===== src/rtl/irrigation_sequencer.sv =====
// irrigation_sequencer: registered actuator stage for the irrigation decision
// logic. It synchronises the decision inputs and drives the drip, sprinkler and
// inlet valves plus the alarm. On top of the decisions it enforces a minimum
// valve on-time, a dead time between irrigation modes, drip/sprinkler mutual
// exclusion and a latched fault that needs an operator acknowledge.
//
// Build option: define IRRIG_ALARM_BLINK_EN to make the alarm blink with a
// half-period of BLINK cycles. Without it the alarm is steady and no blink
// counter exists.
//
// The FSM state is exported on the 'state' port for observation:
// IDLE=0, DRIP=1, SPRAY=2, DWELL=3, FAULT=4.
module irrigation_sequencer #(
  parameter int MIN_ON = 8,
  parameter int DEAD   = 4,
  parameter int CNT_W  = 8,
  parameter int BLINK  = 16
) (
  input  logic       clk,
  input  logic       rst,
  input  logic       vs_req,
  input  logic       bs_req,
  input  logic       ve_req,
  input  logic       al_req,
  input  logic       erro,
  input  logic       ack,
  output logic       valve_drip,
  output logic       valve_spray,
  output logic       valve_inlet,
  output logic       alarm,
  output logic [2:0] state
);

  typedef enum logic [2:0] {
    ST_IDLE  = 3'd0,
    ST_DRIP  = 3'd1,
    ST_SPRAY = 3'd2,
    ST_DWELL = 3'd3,
    ST_FAULT = 3'd4
  } state_t;

  localparam logic [CNT_W-1:0] ON_LAST   = CNT_W'(MIN_ON - 1);
  localparam logic [CNT_W-1:0] DEAD_LAST = CNT_W'(DEAD - 1);

  // Reject parameter values outside their legal ranges at elaboration
  if (MIN_ON < 1 || MIN_ON > (1 << CNT_W) - 1 ||
      DEAD < 1   || DEAD > (1 << CNT_W) - 1 ||
      BLINK < 1  || BLINK > (1 << CNT_W) - 1) begin : g_bad_params
    $error("irrigation_sequencer: MIN_ON, DEAD or BLINK out of range for CNT_W");
  end

  // Synchroniser flops; bit order {ack, erro, al, ve, bs, vs}
  logic [5:0] sync1_q, sync2_q;
  logic       vs_s, bs_s, ve_s, al_s, erro_s, ack_s;

  state_t           state_q, state_d;
  logic [CNT_W-1:0] timer_q, timer_d, timer_lim;

  logic drip_q, spray_q, inlet_q, alarm_q;
  logic drip_d, spray_d, inlet_d, alarm_d;
  logic alarm_cond;

  assign vs_s   = sync2_q[0];
  assign bs_s   = sync2_q[1];
  assign ve_s   = sync2_q[2];
  assign al_s   = sync2_q[3];
  assign erro_s = sync2_q[4];
  assign ack_s  = sync2_q[5];

  // Two-flop synchroniser on every request input
  always_ff @(posedge clk) begin
    if (rst) begin
      sync1_q <= '0;
      sync2_q <= '0;
    end else begin
      sync1_q <= {ack, erro, al_req, ve_req, bs_req, vs_req};
      sync2_q <= sync1_q;
    end
  end

  // State register and shared state timer
  always_ff @(posedge clk) begin
    if (rst) begin
      state_q <= ST_IDLE;
      timer_q <= '0;
    end else begin
      state_q <= state_d;
      timer_q <= timer_d;
    end
  end

  // Next-state and timer logic; erro_s wins over everything in every state
  always_comb begin
    state_d   = state_q;
    timer_lim = '0;
    case (state_q)
      ST_IDLE: begin
        if (erro_s)     state_d = ST_FAULT;
        else if (bs_s)  state_d = ST_SPRAY;
        else if (vs_s)  state_d = ST_DRIP;
      end
      ST_DRIP: begin
        timer_lim = ON_LAST;
        if (erro_s)                                    state_d = ST_FAULT;
        else if (timer_q == ON_LAST && (!vs_s || bs_s)) state_d = ST_DWELL;
      end
      ST_SPRAY: begin
        timer_lim = ON_LAST;
        if (erro_s)                           state_d = ST_FAULT;
        else if (timer_q == ON_LAST && !bs_s) state_d = ST_DWELL;
      end
      ST_DWELL: begin
        timer_lim = DEAD_LAST;
        if (erro_s)                  state_d = ST_FAULT;
        else if (timer_q == DEAD_LAST) state_d = ST_IDLE;
      end
      ST_FAULT: begin
        if (!erro_s && ack_s) state_d = ST_DWELL;
      end
      default: state_d = ST_IDLE;
    endcase

    // Timer restarts on every state change and saturates at the state's limit
    if (state_d != state_q)       timer_d = '0;
    else if (timer_q == timer_lim) timer_d = timer_q;
    else                           timer_d = timer_q + 1'b1;
  end

  // Output decode from the next state so outputs move with the state
  always_comb begin
    drip_d     = (state_d == ST_DRIP);
    spray_d    = (state_d == ST_SPRAY);
    inlet_d    = ve_s && (state_d != ST_FAULT);
    alarm_cond = al_s || (state_d == ST_FAULT);
  end

`ifdef IRRIG_ALARM_BLINK_EN
  localparam logic [CNT_W-1:0] BLINK_LAST = CNT_W'(BLINK - 1);

  logic [CNT_W-1:0] blink_cnt_q, blink_cnt_d;
  logic             blink_ph_q, blink_ph_d;
  logic             blink_act_q;

  // Blink phase: starts in the on phase when the condition first appears
  always_comb begin
    blink_cnt_d = '0;
    blink_ph_d  = 1'b0;
    if (alarm_cond) begin
      if (!blink_act_q) begin
        blink_ph_d = 1'b1;
      end else if (blink_cnt_q == BLINK_LAST) begin
        blink_ph_d = ~blink_ph_q;
      end else begin
        blink_cnt_d = blink_cnt_q + 1'b1;
        blink_ph_d  = blink_ph_q;
      end
    end
    alarm_d = alarm_cond && blink_ph_d;
  end

  // Blink counter, independent of the FSM timer
  always_ff @(posedge clk) begin
    if (rst) begin
      blink_cnt_q <= '0;
      blink_ph_q  <= 1'b0;
      blink_act_q <= 1'b0;
    end else begin
      blink_cnt_q <= blink_cnt_d;
      blink_ph_q  <= blink_ph_d;
      blink_act_q <= alarm_cond;
    end
  end
`else
  assign alarm_d = alarm_cond;
`endif

  // Output registers
  always_ff @(posedge clk) begin
    if (rst) begin
      drip_q  <= 1'b0;
      spray_q <= 1'b0;
      inlet_q <= 1'b0;
      alarm_q <= 1'b0;
    end else begin
      drip_q  <= drip_d;
      spray_q <= spray_d;
      inlet_q <= inlet_d;
      alarm_q <= alarm_d;
    end
  end

  assign valve_drip  = drip_q;
  assign valve_spray = spray_q;
  assign valve_inlet = inlet_q;
  assign alarm       = alarm_q;
  assign state       = state_q;

endmodule


===== config.mk =====
export PLATFORM = sky130hd
export DESIGN_NAME = irrigation_sequencer
export DESIGN_NICKNAME = d
export VERILOG_FILES = /design/src/rtl/irrigation_sequencer.sv
export SDC_FILE = /design/constraint.sdc
export NUM_CORES = 1
export LEC_CHECK = 0
export BUFFER_PORTS_ARGS = -buffer_cell sky130_fd_sc_hd__buf_2
export CAP_MARGIN = 0
export CORE_MARGIN = 5
export CORE_UTILIZATION = 28
export CTS_CLUSTER_SIZE = 14
export DETAILED_ROUTE_END_ITERATION = 16
export PLACE_DENSITY = 0.47
export SLEW_MARGIN = 20
export SYNTH_ARGS = -nofsm -noshare
export SYNTH_HDL_FRONTEND = slang
export SYNTH_SLANG_ARGS = --single-unit

===== constraint.sdc =====
create_clock -name clk -period 2.6 [get_ports clk]
set_clock_uncertainty 0.05 [all_clocks]
set_input_delay 0.26 -clock clk [delete_from_list [all_inputs] [get_ports clk]]
set_output_delay 0.26 -clock clk [all_outputs]
set_load 0.005 [all_outputs]

[Word-level counts from Yosys, hierarchy flattened]
Index checks and enable logic that the tools add are counted.
Operators by class
  reduce and logical (&&, ||, !) cells: 12
  multiplexer cells: 12
  $add $sub $neg: 1
  equality and inequality tests: 12
Operators with widths (count)
  $mux 3: 10
  $pmux 3 s5: 1
  $eq 3x2->1 const B: 3
  $add 8x1->8 const B: 1
  $eq 8x2->1 const B: 1
  $eq 8x3->1 const B: 1
  $eq 8x8->1: 1
  $eq 3x1->1 const B: 2
  $eq 3x3->1 const B: 2
  $pmux 3 s2: 1
  $logic_and 1x1->1: 4
  $reduce_or 2->1: 2
  $logic_not 1->1: 3
  $logic_not 3->1: 1
  $ne 3x3->1: 1
  $ne 3x3->1 const B: 1
  $logic_or 1x1->1: 2
Word-level totals
  register bits after elaboration: 27
  output and inout bits: 7

[Depth between registers and ports, before layout]
Gate-level depths: netlist of the first run.
  word-level depth: 8
  mapped depth: 6

[Worst setup path after synthesis of the first run]
Ideal clock, no wire load.
  kind: register -> register
  from: register timer_q[4]
  to: register timer_q[3]
  required time: 2414 ps
  stages on the path, launching flop included: 5
  library setup time: 136 ps
  period minus slack after synthesis: 1831 ps
  data arrival time: 1645 ps
  setup slack: 769 ps
  cells stage by stage: dfxtp_1 or4_4 o31a_1 a32oi_2 nor4_1
On the way
  cells in the longest elaborated chain, start to end: 7
  elaborated cells between the ends (all ways): 14
  those cells by class: eq/ne (4); mux (7); reduce/logical (3)
Ends and longest elaborated chain
  start, declared: RTL line 57  | logic [CNT_W-1:0] timer_q, timer_d, timer_lim;
  start signal, assigned: RTL line 88  | timer_q <= timer_d;
  $eq 8x3->1: RTL line 105, 110
  $logic_and 1x1->1, on equally long branches: RTL line 110, 105
  $mux 3, on equally long branches: RTL line 110, 105
  $mux 3, on equally long branches: RTL line 109, 104
  $pmux 3 s5: RTL line 96  | case (state_q)
  $ne 3x3->1: RTL line 124  | if (state_d != state_q) timer_d = '0;
  $reduce_or 2->1 (no source line)
Parallel ways exist; a longest one is shown, timed or not.
A chain may end at the register's enable or synchronous reset.

[Worst setup path in the final report of the first run]
  from: register timer_q[5]
  to: register timer_q[3]
Same word-level chain as after synthesis.

==> results of run 1 <==
## synth_stat cells (3+ instances only)
cell                       number
sky130_fd_sc_hd__dfxtp_1       27
sky130_fd_sc_hd__nor2b_1       14
sky130_fd_sc_hd__nor2_1         9
sky130_fd_sc_hd__nor3_1         8
sky130_fd_sc_hd__inv_1          6
sky130_fd_sc_hd__nand2_1        6
sky130_fd_sc_hd__clkbuf_1       5
sky130_fd_sc_hd__o21ai_0        5
sky130_fd_sc_hd__nand2b_1       4
sky130_fd_sc_hd__xor2_1         4
sky130_fd_sc_hd__and2_1         3
sky130_fd_sc_hd__nand3_1        3
sky130_fd_sc_hd__xnor2_1        3
## power groups by stage
| stage | logic, mW | clock network, mW | registers (mW) |
|---|---|---|---|
| after CTS | 0.101 | 0.267 | 0.449 |
| after floorplan | 0.0784 | 0 | 0.452 |
| after global placement | 0.0999 | 0 | 0.458 |
| after detailed placement | 0.0999 | 0 | 0.459 |
| final | 0.0994 | 0.256 | 0.449 |
| after global routing | 0.111 | 0.286 | 0.452 |
## kinds of logic (layout without fill, tap and decap cells)
logic type	after synthesis	count (layout)	synth area share [%]
and+or+nand+nor	57	57	27.6
muxes	2	2	1.70
adders and majority gates	1	1	1.06
AOI/OAI and AO/OA	22	22	14.6
buffers and inverters	12	25	3.94
DFF	27	27	46.0
xor gates and xnor gates	7	7	5.21
## final cells by class
type                       count  area [um^2]
fill                         435         2690
multi-input combinational     89          589
sequential                    27          541
timing repair buffer          15         77.6
tap                           50         62.6
clock buffer                   3         41.3
inverter                       6         22.5
clock inverter                 1         8.76
## layer usage
layer / up-vias / wire length [um]
met2: 12 / 1020
met1: 425 / 1040
met3: 2 / 78
met4: 0 / 32
li1: 465 / -
met5: - / 0
## how the worst max path moves through the flow
stage	end	slack, ns	start	depth (start not counted)
2_1_floorplan	timer_q[3]$_SDFFE_PP0P_	0.77	timer_q[4]$_SDFFE_PP0P_	4
3_3_place_gp	timer_q[7]$_SDFFE_PP0P_	0.64	timer_q[4]$_SDFFE_PP0P_	4
3_5_place_dp	timer_q[1]$_SDFFE_PP0P_	0.57	timer_q[5]$_SDFFE_PP0P_	5
4_1_cts	timer_q[1]$_SDFFE_PP0P_	0.56	timer_q[4]$_SDFFE_PP0P_	5
5_1_grt	timer_q[3]$_SDFFE_PP0P_	0.36	state[1]$_SDFF_PP0_	5
6_report	timer_q[3]$_SDFFE_PP0P_	0.57	timer_q[5]$_SDFFE_PP0P_	5
## state kept, by name, summed over array words and instances, names as in the netlist
signal and count:
sync2_q 6, alarm 1, valve_inlet 1, timer_q 8, state 3, valve_drip 1
valve_spray 1, sync1_q 6
==> results_tabular.tex, run 1 <==
\begin{tabular}{lr}
\hline
Metric & Value \\
\hline
\multicolumn{2}{l}{\textbf{Run status}} \\
Run status & finished, final reports clean \\
\multicolumn{2}{l}{\textbf{Power}} \\
Total net switching power & approximately 210 uW \\
Sum of internal, switching and leakage power & about 800 uW \\
Static Leakage & 0.522 nW \\
Switching share of power & 26.3\% \\
Ratio of total power to cell area & 599 mW/mm\^{}2 \\
Internal power component & 593 uW \\
Combinational group share of total power & 12.4\% \\
Clock power frac & roughly a third \\
Worst voltage drop across the vdd grid & 0.223 mV \\
Flop pwr share & 55.8\% \\
\multicolumn{2}{l}{\textbf{Synth}} \\
Net Count, Synth & 137 \\
Top FF cell, synth & sky130\_fd\_sc\_hd\_\_dfxtp\_1 \\
Share of the synthesized area in the top cell type & between 40\% and 50\% \\
Sequential element share of the synthesized area & around 46\% \\
Number of enable flip-flop cells after synthesis & 0 \\
Post-synthesis cell type with the largest combined area & sky130\_fd\_sc\_hd\_\_dfxtp\_1 \\
Share of flip-flops with an asynchronous set or reset & 0\% \\
Gate count of the mapped netlist & between 100 and 150 \\
Cells taking the most area after synthesis & sky130\_fd\_sc\_hd\_\_dfxtp\_1 46\%, sky130\_fd\_sc\_hd\_\_nor2b\_1 7.4\%, sky130\_fd\_sc\_hd\_\_nor3\_1 3.4\%, sky130\_fd\_sc\_hd\_\_xor2\_1 3.0\%, sky130\_fd\_sc\_hd\_\_nor2\_1 2.9\% \\
Number of distinct library cells after synthesis & 37 \\
Number of storage elements in the synthesis netlist & 27 \\
Avg Cell Area, Syn & 9.19 um\^{}2 \\
Cell area after technology mapping & 0.00118 mm\^{}2 \\
Ys Warns & 0 \\
\multicolumn{2}{l}{\textbf{GRT}} \\
Met1 Resource Use GR & 11.1\% \\
Gr usage total & roughly 8.8\% \\
Global-route wire length before repair & 3770 um \\
Total grt overflow & 0 \\
Met3 layer usage reported by global route & 2.40\% \\
Largest net degree at the start of global routing & 18 \\
Vias in the first global route & 861 \\
Layer with the highest usage & met2 \\
Met2 Track Usage GR & between 10\% and 20\% \\
Antenna violations before repair & 0 \\
\multicolumn{2}{l}{\textbf{Setup path}} \\
Cell depth of the worst flop-to-flop path & 5 \\
Startpoint types & register \\
Largest delay contributor family on the critical path & simple AND/OR/NAND/NOR gates \\
FF-to-FF End & timer\_q[3]\$\_SDFFE\_PP0P\_ \\
Slowest cell on the critical path & sky130\_fd\_sc\_hd\_\_or4\_4 \\
Start of the worst register-to-register path & timer\_q[5]\$\_SDFFE\_PP0P\_ \\
Worst setup EP type & register \\
Register-to-register setup slack & 0.57 ns \\
CP Data Required Time & approximately 2.7 ns \\
Critical path start-end classification & register to register \\
Slowest stage delay, CP & 0.56 ns \\
Critical Path, Cell by Cell & or4\_4, nor3\_2, o2111ai\_2, a32oi\_2, nor4\_1 \\
Arr. time, crit path & 2.14 ns \\
Critical path buffers and inverters & 0 \\
Critical path peak fanout & 8 \\
\multicolumn{2}{l}{\textbf{Cells and area}} \\
Layout cells sized above 1 & 17.7\% \\
Commonest cells after routing, fill and taps aside & 27 x sky130\_fd\_sc\_hd\_\_dfxtp\_1, 14 x sky130\_fd\_sc\_hd\_\_nor2b\_1, 14 x sky130\_fd\_sc\_hd\_\_buf\_2 \\
Total Nets Final & about 150 \\
Design area & 0.00134 mm\^{}2 \\
Final core occ & about a third \\
Final Instance Count excl. Fillers & about 190 \\
Synth-to-layout area growth & 14.1\% \\
Number of antenna repair diodes & 0 \\
Leading cell type in the layout, fill and taps excluded & sky130\_fd\_sc\_hd\_\_dfxtp\_1 \\
\multicolumn{2}{l}{\textbf{Route}} \\
Wirelength, routed & about 2200 um \\
First-iteration detailed-routing DRC count & between 40 and 50 \\
Via count & 904 \\
DRC violation count after routing & 0 \\
Pre-antenna DRT Iters & 4 \\
Detail-routed via count per cell & between 4 and 5 \\
DRT antenna net count & 0 \\
Average wire length per cell after detail routing & 11.4 um \\
\multicolumn{2}{l}{\textbf{Die}} \\
Cell row count & 23 \\
Die height & 74.8 um \\
Boundary Pins & 15 \\
Initial core utilization & $\sim$29\% \\
Width of the die & 74.8 um \\
Std-Cell Core Area & 0.00403 mm\^{}2 \\
Area of the die & 0.00560 mm\^{}2 \\
\multicolumn{2}{l}{\textbf{STA}} \\
Unrepaired setup endpoints after global routing & false \\
Fin. Hold Viols & 0 \\
Final min period & 2.03 ns \\
Pins over their slew limit & 0 \\
Remaining max-slew budget at the tightest pin & between 60\% and 70\% \\
Maximum clock rate & 494 MHz \\
Final worst hold slack & 0.131 ns \\
Transition at the pin with the smallest max-transition slack & 0.517 ns \\
Final setup vio count & 0 \\
Setup slack after layout & 0.575 ns \\
Setup TNS & 0 ns \\
Final critical-path share of the clock period & 77.9\% \\
\multicolumn{2}{l}{\textbf{Place}} \\
Placed wire-length estimate & around 1600 um \\
Number of placed instances with taps included & 187 \\
Instance area after placement & 0.00129 mm\^{}2 \\
Pre-CTS setup slack & 0.575 ns \\
Gp weighted congestion & 0.908 \\
Port-buffer cells & 14 \\
\multicolumn{2}{l}{\textbf{Clocking}} \\
Post-CTS resize count & 0 \\
Hold-fix buffers, CTS & 0 \\
Buffers inserted by post-CTS timing repair & 0 \\
Clock Sink Count & 27 \\
Clock-pin slew reported for the worst setup and hold paths after clock tree synthesis & 0.10 ns \\
Total clock buffers created by CTS & 3 \\
Maximum buffer depth of the clock tree & 2 \\
CTS tree & built \\
Source-to-sink clock delay at the later pin of the worst-skew pair & $\sim$0.28 ns \\
Number of H-tree branching levels & 1 \\
CTS root buf & sky130\_fd\_sc\_hd\_\_clkbuf\_8 \\
\multicolumn{2}{l}{\textbf{Job}} \\
Max-cap violations & 0 \\
\multicolumn{2}{l}{\textbf{Min path}} \\
Beginning of the worst hold path & ve\_req \\
Worst Hold Class & input pin to register \\
End point of the worst hold path & sync1\_q[2]\$\_SDFF\_PP0\_ \\
Cells on Worst Hold Path & 2 \\
\hline
\end{tabular}
Power figures use the tool's default switching activity.
==> run 2: changes to the inputs <==
- ABC_AREA: default -> 1
- PLACE_DENSITY: 0.47 -> 0.48
- clock period: 2.6 -> 1.6 ns (I/O delays scaled with it)
==> run 2 against run 1 <==
Compared with the run above:
- sequential cell count unchanged
- via count up 16%
- clock-buffer cell count unchanged
- synthesized cell count up 27%
- critical endpoint is now timer_q[2]$_SDFFE_PP0P_
==> results_tabular.tex, run 2 <==
\begin{tabular}{lr}
\hline
Metric & Value \\
\hline
\multicolumn{2}{l}{\textbf{Run status}} \\
Run status & finished, final reports clean \\
\multicolumn{2}{l}{\textbf{Clocking}} \\
Total clock buffers created by CTS & 3 (unchanged) \\
Maximum buffer depth of the clock tree & 2 (unchanged) \\
Clock Sink Count & 27 (unchanged) \\
Source-to-sink clock delay at the later pin of the worst-skew pair & 0.27 ns (about the same) \\
Clock-pin slew reported for the worst setup and hold paths after clock tree synthesis & 0.09 ns (about the same) \\
CTS tree & built \\
Hold-fix buffers, CTS & 0 (unchanged) \\
CTS root buf & sky130\_fd\_sc\_hd\_\_clkbuf\_8 \\
Number of H-tree branching levels & 1 (unchanged) \\
\multicolumn{2}{l}{\textbf{Synth}} \\
Share of flip-flops with an asynchronous set or reset & 0\% (unchanged) \\
Net Count, Synth & 171 (+25\%) \\
Share of the synthesized area in the top cell type & 46.0\% (unchanged) \\
Gate count of the mapped netlist & 162 (+27\%) \\
Cells taking the most area after synthesis & sky130\_fd\_sc\_hd\_\_dfxtp\_1 46\%, sky130\_fd\_sc\_hd\_\_nand2\_1 12\%, sky130\_fd\_sc\_hd\_\_nor2\_1 9.3\%, sky130\_fd\_sc\_hd\_\_inv\_1 7.7\%, sky130\_fd\_sc\_hd\_\_nand3\_1 4.3\% \\
Avg Cell Area, Syn & 7.26 um\^{}2 (-21\%) \\
Multiplexer share of the synthesized area & 0\% (-1.7 points) \\
Combinational family with the most area after synthesis & simple AND/OR/NAND/NOR gates \\
Ys Warns & 0 (unchanged) \\
Compound-Gate Fraction of Synth Area & 2.98\% (-12 points) \\
Xor and xnor fraction of the mapped netlist area & 4.47\% (-0.74 points) \\
Simple-gate area share of the yosys netlist & 36.6\% (+9.0 points) \\
Top FF cell, synth & sky130\_fd\_sc\_hd\_\_dfxtp\_1 \\
Number of distinct library cells after synthesis & 22 (-41\%) \\
Cell area after technology mapping & 0.00118 mm\^{}2 (unchanged) \\
Adder-Cell Fraction of Synth Area & 1.06\% (unchanged) \\
Number of storage elements in the synthesis netlist & 27 (unchanged) \\
Sequential element share of the synthesized area & 46.0\% (unchanged) \\
Post-synthesis cell type with the largest combined area & sky130\_fd\_sc\_hd\_\_dfxtp\_1 \\
Most used standard cells in the synthesized netlist & 37 x sky130\_fd\_sc\_hd\_\_nand2\_1, 29 x sky130\_fd\_sc\_hd\_\_nor2\_1, 27 x sky130\_fd\_sc\_hd\_\_dfxtp\_1 \\
Dominant cell by count in the synthesized netlist & sky130\_fd\_sc\_hd\_\_nand2\_1 \\
Number of enable flip-flop cells after synthesis & 0 (unchanged) \\
\multicolumn{2}{l}{\textbf{Route}} \\
Met2 routed WL & 1260 um (+23\%) \\
Detail-routed via count per cell & 4.42 (-6.7\%) \\
DRC violation count after routing & 0 (unchanged) \\
First-iteration detailed-routing DRC count & 33 (-28\%) \\
Pre-antenna DRT Iters & 4 (unchanged) \\
Met3 WL post-DR & 109 um (+40\%) \\
Routed met1 length & 1060 um (+1.4\%) \\
Wirelength, routed & 2460 um (+13\%) \\
DRT antenna net count & 0 (unchanged) \\
Average wire length per cell after detail routing & 10.4 um (-9.1\%) \\
Highest metal layer with signal wires & met4 \\
Via count & 1051 (+16\%) \\
\multicolumn{2}{l}{\textbf{STA}} \\
Unrepaired setup endpoints after global routing & true \\
Setup slack after layout & 0.0664 ns (-0.508 ns) \\
Final setup vio count & 0 (unchanged) \\
Final critical-path share of the clock period & 95.9\% (+18 points) \\
Fin. Hold Viols & 0 (unchanged) \\
Pins over their slew limit & 0 (unchanged) \\
Transition at the pin with the smallest max-transition slack & 0.257 ns (-0.260 ns) \\
Remaining max-slew budget at the tightest pin & 82.8\% (+17 points) \\
Final min period & 1.53 ns (-0.492 ns) \\
Maximum clock rate & 652 MHz (+32\%) \\
\multicolumn{2}{l}{\textbf{Place}} \\
Number of placed instances with taps included & 229 (+22\%) \\
Gp weighted congestion & 0.768 (-15\%) \\
Pre-CTS setup slack & -0.0781 ns (-0.653 ns) \\
Port-buffer cells & 14 (unchanged) \\
Placed wire-length estimate & 1770 um (+8.0\%) \\
\multicolumn{2}{l}{\textbf{GRT}} \\
Gr usage total & 9.77\% (+0.93 points) \\
Global-route wire length before repair & 4150 um (+10\%) \\
Vias in the first global route & 1007 (+17\%) \\
Total grt overflow & 0 (unchanged) \\
Largest net degree at the start of global routing & 16 (-2) \\
Antenna violations before repair & 0 (unchanged) \\
\multicolumn{2}{l}{\textbf{Setup path}} \\
Critical path start-end classification & register to register \\
Critical Path, Cell by Cell & inv\_6, nor2\_4, nand2\_1, nand2\_1, inv\_1, nand2\_1, nand2\_1, inv\_1, nand2\_1, nand2\_1, nand2\_1, nand2\_1, nor3\_2 \\
Startpoint types & register \\
Worst setup EP type & register \\
Critical path's most frequent cell & sky130\_fd\_sc\_hd\_\_nand2\_1 \\
Slowest cell on the critical path & sky130\_fd\_sc\_hd\_\_dfxtp\_4 \\
Critical path peak fanout & 4 (-4) \\
Arr. time, crit path & 1.68 ns (-0.46 ns) \\
CP Data Required Time & 1.75 ns (-0.96 ns) \\
Slowest stage delay, CP & 0.39 ns (-0.17 ns) \\
\multicolumn{2}{l}{\textbf{Die}} \\
Initial core utilization & 29.2\% (unchanged) \\
Cell row count & 23 (unchanged) \\
Width of the die & 74.8 um (unchanged) \\
Die height & 74.8 um (unchanged) \\
Std-Cell Core Area & 0.00403 mm\^{}2 (unchanged) \\
Boundary Pins & 15 (unchanged) \\
Area of the die & 0.00560 mm\^{}2 (unchanged) \\
\multicolumn{2}{l}{\textbf{Min path}} \\
Worst Hold Class & input pin to register \\
\multicolumn{2}{l}{\textbf{Cells and area}} \\
Leading cell type in the layout, fill and taps excluded & sky130\_fd\_sc\_hd\_\_nand2\_1 \\
Commonest cells after routing, fill and taps aside & 29 x sky130\_fd\_sc\_hd\_\_nand2\_1, 26 x sky130\_fd\_sc\_hd\_\_nor2\_1, 22 x sky130\_fd\_sc\_hd\_\_inv\_1 \\
Synth-to-layout area growth & 34.6\% \\
Flip-flop count of the largest register, all copies and words added & 8 (unchanged) \\
Final Instance Count excl. Fillers & 238 (+25\%) \\
Total Nets Final & 198 (+31\%) \\
Register with the most flip-flops & timer\_q \\
Largest registers ranked by flip-flop count & timer\_q: 8 flops, sync1\_q: 6 flops, sync2\_q: 6 flops \\
Number of antenna repair diodes & 0 (unchanged) \\
Layout cells sized above 1 & 38.8\% (+21 points) \\
\multicolumn{2}{l}{\textbf{Power}} \\
Static Leakage & 0.744 nW (+42\%) \\
Worst voltage drop across the vdd grid & 0.440 mV (+97\%) \\
Ratio of total power to cell area & 821 mW/mm\^{}2 (+37\%) \\
\multicolumn{2}{l}{\textbf{Job}} \\
Max-cap violations & 0 (unchanged) \\
\hline
\end{tabular}
[run 2: cell types whose count changed after synthesis, moves of 7 or more]
| cell | delta |
|---|---|
| sky130_fd_sc_hd__nor2_1 | +20 |
| sky130_fd_sc_hd__nor2b_1 | -14 |
| sky130_fd_sc_hd__nand2_1 | +31 |
| sky130_fd_sc_hd__inv_1 | +18 |
| sky130_fd_sc_hd__nand3_1 | +7 |
[run 2: repair_timing]
action	CTS	global route
resized for setup	6	47
pin swaps	0	8
endpoints found under the setup margin	8	11
buffers inserted	1	4
[run 2: cell type report]
class | instances | area, um^2
Multi-Input combinational cell | 107 | 662
Timing Repair Buffer | 23 | 138
Clock inverter | 1 | 5.00
Clock buffer | 3 | 41.3
Sequential cell | 27 | 563
Fill cell | 442 | 2450
Inverter | 27 | 111
Tap cell | 50 | 62.6
[run 2: final timing paths]
path | startpoint | endpoint | slack (ns) | cells after the start
worst min-delay path | ack | sync1_q[5]$_SDFF_PP0_ | 0.03 | 3
worst max-delay path | state[1]$_SDFF_PP0_ | timer_q[2]$_SDFFE_PP0P_ | 0.07 | 13
worst min register to register | sync1_q[4]$_SDFF_PP0_ | sync2_q[4]$_SDFF_PP0_ | 0.35 | 2
worst max register to register | state[1]$_SDFF_PP0_ | timer_q[2]$_SDFFE_PP0P_ | 0.07 | 13
[run 2: through the flow]
stage	hold slack (ns)	utilization (%)	setup TNS, ns	power (mW)	cell area [um^2]
floorplan	0.179	-	0	0.839	1180
global placement	0.307	33.1	-0.0402	0.885	1340
detailed placement	0.318	33.1	-0.477	0.892	1340
CTS	0.0263	35.1	0	1.29	1420
global route	0.0272	39.3	-0.0707	1.38	1580
finish	0.0338	39.3	0	1.30	1580
[run 2: where the power goes]
part           total, mW  internal (mW)  switching, mW
logic              0.205         0.0835          0.121
clock network      0.382          0.175          0.207
registers          0.713          0.695         0.0180
total               1.30          0.953          0.347
[run 2: kinds of logic after synthesis]
kind of cell | after synthesis
DFF | 27
buffers and inverters | 28
adders and majority gates | 1
AOI/OAI and AO/OA | 6
xor gates and xnor gates | 6
and+or+nand+nor | 94
[run 2: worst max-delay path, delay by kind of cell, from the launching register on]
family	cells	cell delay [ns]
and+or+nand+nor	10	0.80
DFF	1	0.39
buffers and inverters	3	0.22
[run 2: routing by layer]
metal / GRT usage, % / up-vias
met1: 11.0 / 475
met4: 4.15 / 0
li1: - / 552
met3: 2.80 / 4
met5: 0 / -
met2: 17.2 / 20
==> run 3: changes to the inputs <==
- CORE_ASPECT_RATIO: default -> 0.7
==> run 3 against run 2 <==
Compared with the run above:
- sequential share of layout area rose by 1.6 points
- register-to-register slack got worse by 0.04 ns
- clock power fell by 1%
- combinational power fell by 4%
- first-iteration DRC count rose by 18%
- cell count fell by 0.42%
- clock-buffer cell count rose by 1
- power fell by 1.0%
- maximum frequency fell by 2.8%
- worst hold slack improved by 0.014 ns
- cell area fell by 5.3%
- largest power group unchanged
==> results_tabular.tex, run 3 (same netlist as run 2, synthesis figures left out) <==
\begin{tabular}{lr}
\hline
Metric & Value \\
\hline
\multicolumn{2}{l}{\textbf{Run status}} \\
Run status & finished, final reports clean \\
\multicolumn{2}{l}{\textbf{STA}} \\
Fin. Hold Viols & 0 (unchanged) \\
Remaining max-slew budget at the tightest pin & 81.3\% (-1.5 points) \\
Final critical-path share of the clock period & 98.6\% (+2.8 points) \\
Setup slack after layout & 0.0221 ns (-0.0443 ns) \\
Final min period & 1.58 ns (+0.0443 ns) \\
Final setup vio count & 0 (unchanged) \\
Setup TNS & 0 ns (unchanged) \\
Unrepaired setup endpoints after global routing & true \\
Pins over their slew limit & 0 (unchanged) \\
Transition at the pin with the smallest max-transition slack & 0.280 ns (+0.0232 ns) \\
Maximum clock rate & 634 MHz (-2.8\%) \\
Final worst hold slack & 0.0476 ns (+0.0138 ns) \\
\multicolumn{2}{l}{\textbf{Die}} \\
Boundary Pins & 15 (unchanged) \\
Area of the die & 0.00562 mm\^{}2 (+0.37\%) \\
Initial core utilization & 29.4\% (+0.26 points) \\
Cell row count & 19 (-17\%) \\
Width of the die & 87.5 um (+17\%) \\
Die height & 64.2 um (-14\%) \\
Std-Cell Core Area & 0.00399 mm\^{}2 (-0.87\%) \\
\multicolumn{2}{l}{\textbf{Route}} \\
DRT antenna net count & 0 (unchanged) \\
Detail-routed via count per cell & 4.21 (-4.7\%) \\
Via count & 997 (-5.1\%) \\
First-iteration detailed-routing DRC count & 39 (+18\%) \\
Wirelength, routed & 2540 um (+3.0\%) \\
Pre-antenna DRT Iters & 4 (unchanged) \\
DRC violation count after routing & 0 (unchanged) \\
Average wire length per cell after detail routing & 10.7 um (+3.4\%) \\
\multicolumn{2}{l}{\textbf{Clocking}} \\
CTS root buf & sky130\_fd\_sc\_hd\_\_clkbuf\_8 \\
Total clock buffers created by CTS & 3 (unchanged) \\
Hold-fix buffers, CTS & 0 (unchanged) \\
Maximum buffer depth of the clock tree & 2 (unchanged) \\
CTS tree & built \\
Buffers inserted by post-CTS timing repair & 0 (-1) \\
Clock Sink Count & 27 (unchanged) \\
Source-to-sink clock delay at the later pin of the worst-skew pair & 0.27 ns (about the same) \\
Clock-pin slew reported for the worst setup and hold paths after clock tree synthesis & 0.09 ns (about the same) \\
Number of H-tree branching levels & 1 (unchanged) \\
\multicolumn{2}{l}{\textbf{Cells and area}} \\
Design area & 0.00150 mm\^{}2 (-5.3\%) \\
Final Instance Count excl. Fillers & 237 (-0.42\%) \\
Flip-flop count of the largest register, all copies and words added & 8 (unchanged) \\
Layout filler cell count & 431 (-2.5\%) \\
Largest registers ranked by flip-flop count & timer\_q: 8 flops, sync1\_q: 6 flops, sync2\_q: 6 flops \\
Register with the most flip-flops & timer\_q \\
Commonest cells after routing, fill and taps aside & 33 x sky130\_fd\_sc\_hd\_\_nand2\_1, 28 x sky130\_fd\_sc\_hd\_\_nor2\_1, 24 x sky130\_fd\_sc\_hd\_\_inv\_1 \\
Layout cells sized above 1 & 30.3\% (-8.6 points) \\
Final core occ & 37.5\% (-1.8 points) \\
Total Nets Final & 195 (-1.5\%) \\
Synth-to-layout area growth & 27.4\% \\
Leading cell type in the layout, fill and taps excluded & sky130\_fd\_sc\_hd\_\_nand2\_1 \\
Number of antenna repair diodes & 0 (unchanged) \\
\multicolumn{2}{l}{\textbf{GRT}} \\
Total grt overflow & 0 (unchanged) \\
Antenna violations before repair & 0 (unchanged) \\
Gr usage total & 8.86\% (-0.91 points) \\
Largest net degree at the start of global routing & 15 (-1) \\
Vias in the first global route & 916 (-9.0\%) \\
Global-route wire length before repair & 4000 um (-3.8\%) \\
\multicolumn{2}{l}{\textbf{Setup path}} \\
Cell depth of the worst flop-to-flop path & 9 (-4) \\
Critical path peak fanout & 8 (+4) \\
Worst setup EP type & register \\
CP Data Required Time & 1.74 ns (about the same) \\
Critical path start-end classification & register to register \\
Startpoint types & register \\
Arr. time, crit path & 1.71 ns (+0.03 ns) \\
\multicolumn{2}{l}{\textbf{Place}} \\
Port-buffer cells & 14 (unchanged) \\
Number of placed instances with taps included & 233 (+1.7\%) \\
Placed wire-length estimate & 1840 um (+3.9\%) \\
Instance area after placement & 0.00135 mm\^{}2 (+1.3\%) \\
Pre-CTS setup slack & -0.0553 ns (+0.0229 ns) \\
Gp weighted congestion & 0.854 (+11\%) \\
\multicolumn{2}{l}{\textbf{Power}} \\
Sum of internal, switching and leakage power & 1.29 mW (-1.0\%) \\
Worst voltage drop across the vdd grid & 0.359 mV (-18\%) \\
Switching share of power & 26.0\% (-0.71 points) \\
Combinational group share of total power & 15.2\% (-0.6 points) \\
Total net switching power & 334 uW (-3.6\%) \\
Internal power component & 952 uW (about the same) \\
Flop pwr share & 55.4\% (+0.6 points) \\
Clock power frac & 29.4\% (about the same) \\
Ratio of total power to cell area & 858 mW/mm\^{}2 (+4.5\%) \\
Static Leakage & 0.710 nW (-4.6\%) \\
\multicolumn{2}{l}{\textbf{Min path}} \\
Cells on Worst Hold Path & 3 (unchanged) \\
Worst Hold Class & input pin to register \\
\multicolumn{2}{l}{\textbf{Job}} \\
Max-cap violations & 0 (unchanged) \\
\hline
\end{tabular}
==> run 3: cell types whose count changed in the layout (fill, tap and decap cells not counted), moves of 2 or more <==
cell                      change
sky130_fd_sc_hd__inv_6        -2
sky130_fd_sc_hd__nor2_4       -2
sky130_fd_sc_hd__buf_4        -3
sky130_fd_sc_hd__dfxtp_1      +3
sky130_fd_sc_hd__o21ai_0      +2
sky130_fd_sc_hd__dfxtp_2      -2
sky130_fd_sc_hd__inv_1        +2
sky130_fd_sc_hd__nand2_1      +4
sky130_fd_sc_hd__nand2_2      -4
sky130_fd_sc_hd__nor2_1       +2
==> run 3: path summary, 6_finish.rpt <==
check / startpoint / endpoint / slack, ns
worst max-delay path: timer_q[1]$_SDFFE_PP0P_ / timer_q[0]$_SDFFE_PP0P_ / 0.02
worst max register to register: timer_q[1]$_SDFFE_PP0P_ / timer_q[0]$_SDFFE_PP0P_ / 0.02
worst min register to register: sync1_q[5]$_SDFF_PP0_ / sync2_q[5]$_SDFF_PP0_ / 0.36
worst min-delay path: ve_req / sync1_q[2]$_SDFF_PP0_ / 0.05
==> run 3: routing by layer <==
| layer | GRT usage, % | share of wire (%) |
|---|---|---|
| met1 | 12.6 | 51 |
| met2 | 12.5 | 45 |
| met3 | 3.21 | 3.6 |
| met4 | 2.30 | 0.71 |
| met5 | 0 | 0 |
==> run 3: power by group through the flow <==
stage                     clock, mW  sequential, mW  combinational, mW
after floorplan                   0           0.727              0.112
after global placement            0           0.726              0.166
after detailed placement          0           0.727              0.170
after CTS                     0.397           0.711              0.174
after global routing          0.424           0.717              0.218
final                         0.378           0.713              0.196
==> run 3: what timing repair did <==
action / in CTS / in global routing
pin swaps: 0 / 3
resized for setup: 3 / 27
setup endpoints to repair: 8 / 10
==> run 3: final cells by class <==
type | instances | area, um^2 | share of cell area [%]
sequential | 27 | 557 | 37.1
clock buffer | 4 | 45.0 | 3.01
inverter | 27 | 104 | 6.93
multi-input combinational | 107 | 613 | 40.9
tap | 52 | 65.1 | 4.34
timing repair buffer | 20 | 115 | 7.68
==> run 3: critical path, stage by stage (launching register included) <==
cell	delay [ns]
sky130_fd_sc_hd__dfxtp_4	0.38
sky130_fd_sc_hd__ha_4	0.14
sky130_fd_sc_hd__nand2_1	0.08
sky130_fd_sc_hd__o21ai_2	0.17
sky130_fd_sc_hd__nand2_2	0.10
sky130_fd_sc_hd__nand3_2	0.08
sky130_fd_sc_hd__nand2_1	0.08
sky130_fd_sc_hd__nand2_2	0.09
sky130_fd_sc_hd__nand3_4	0.16
sky130_fd_sc_hd__nor3_4	0.15
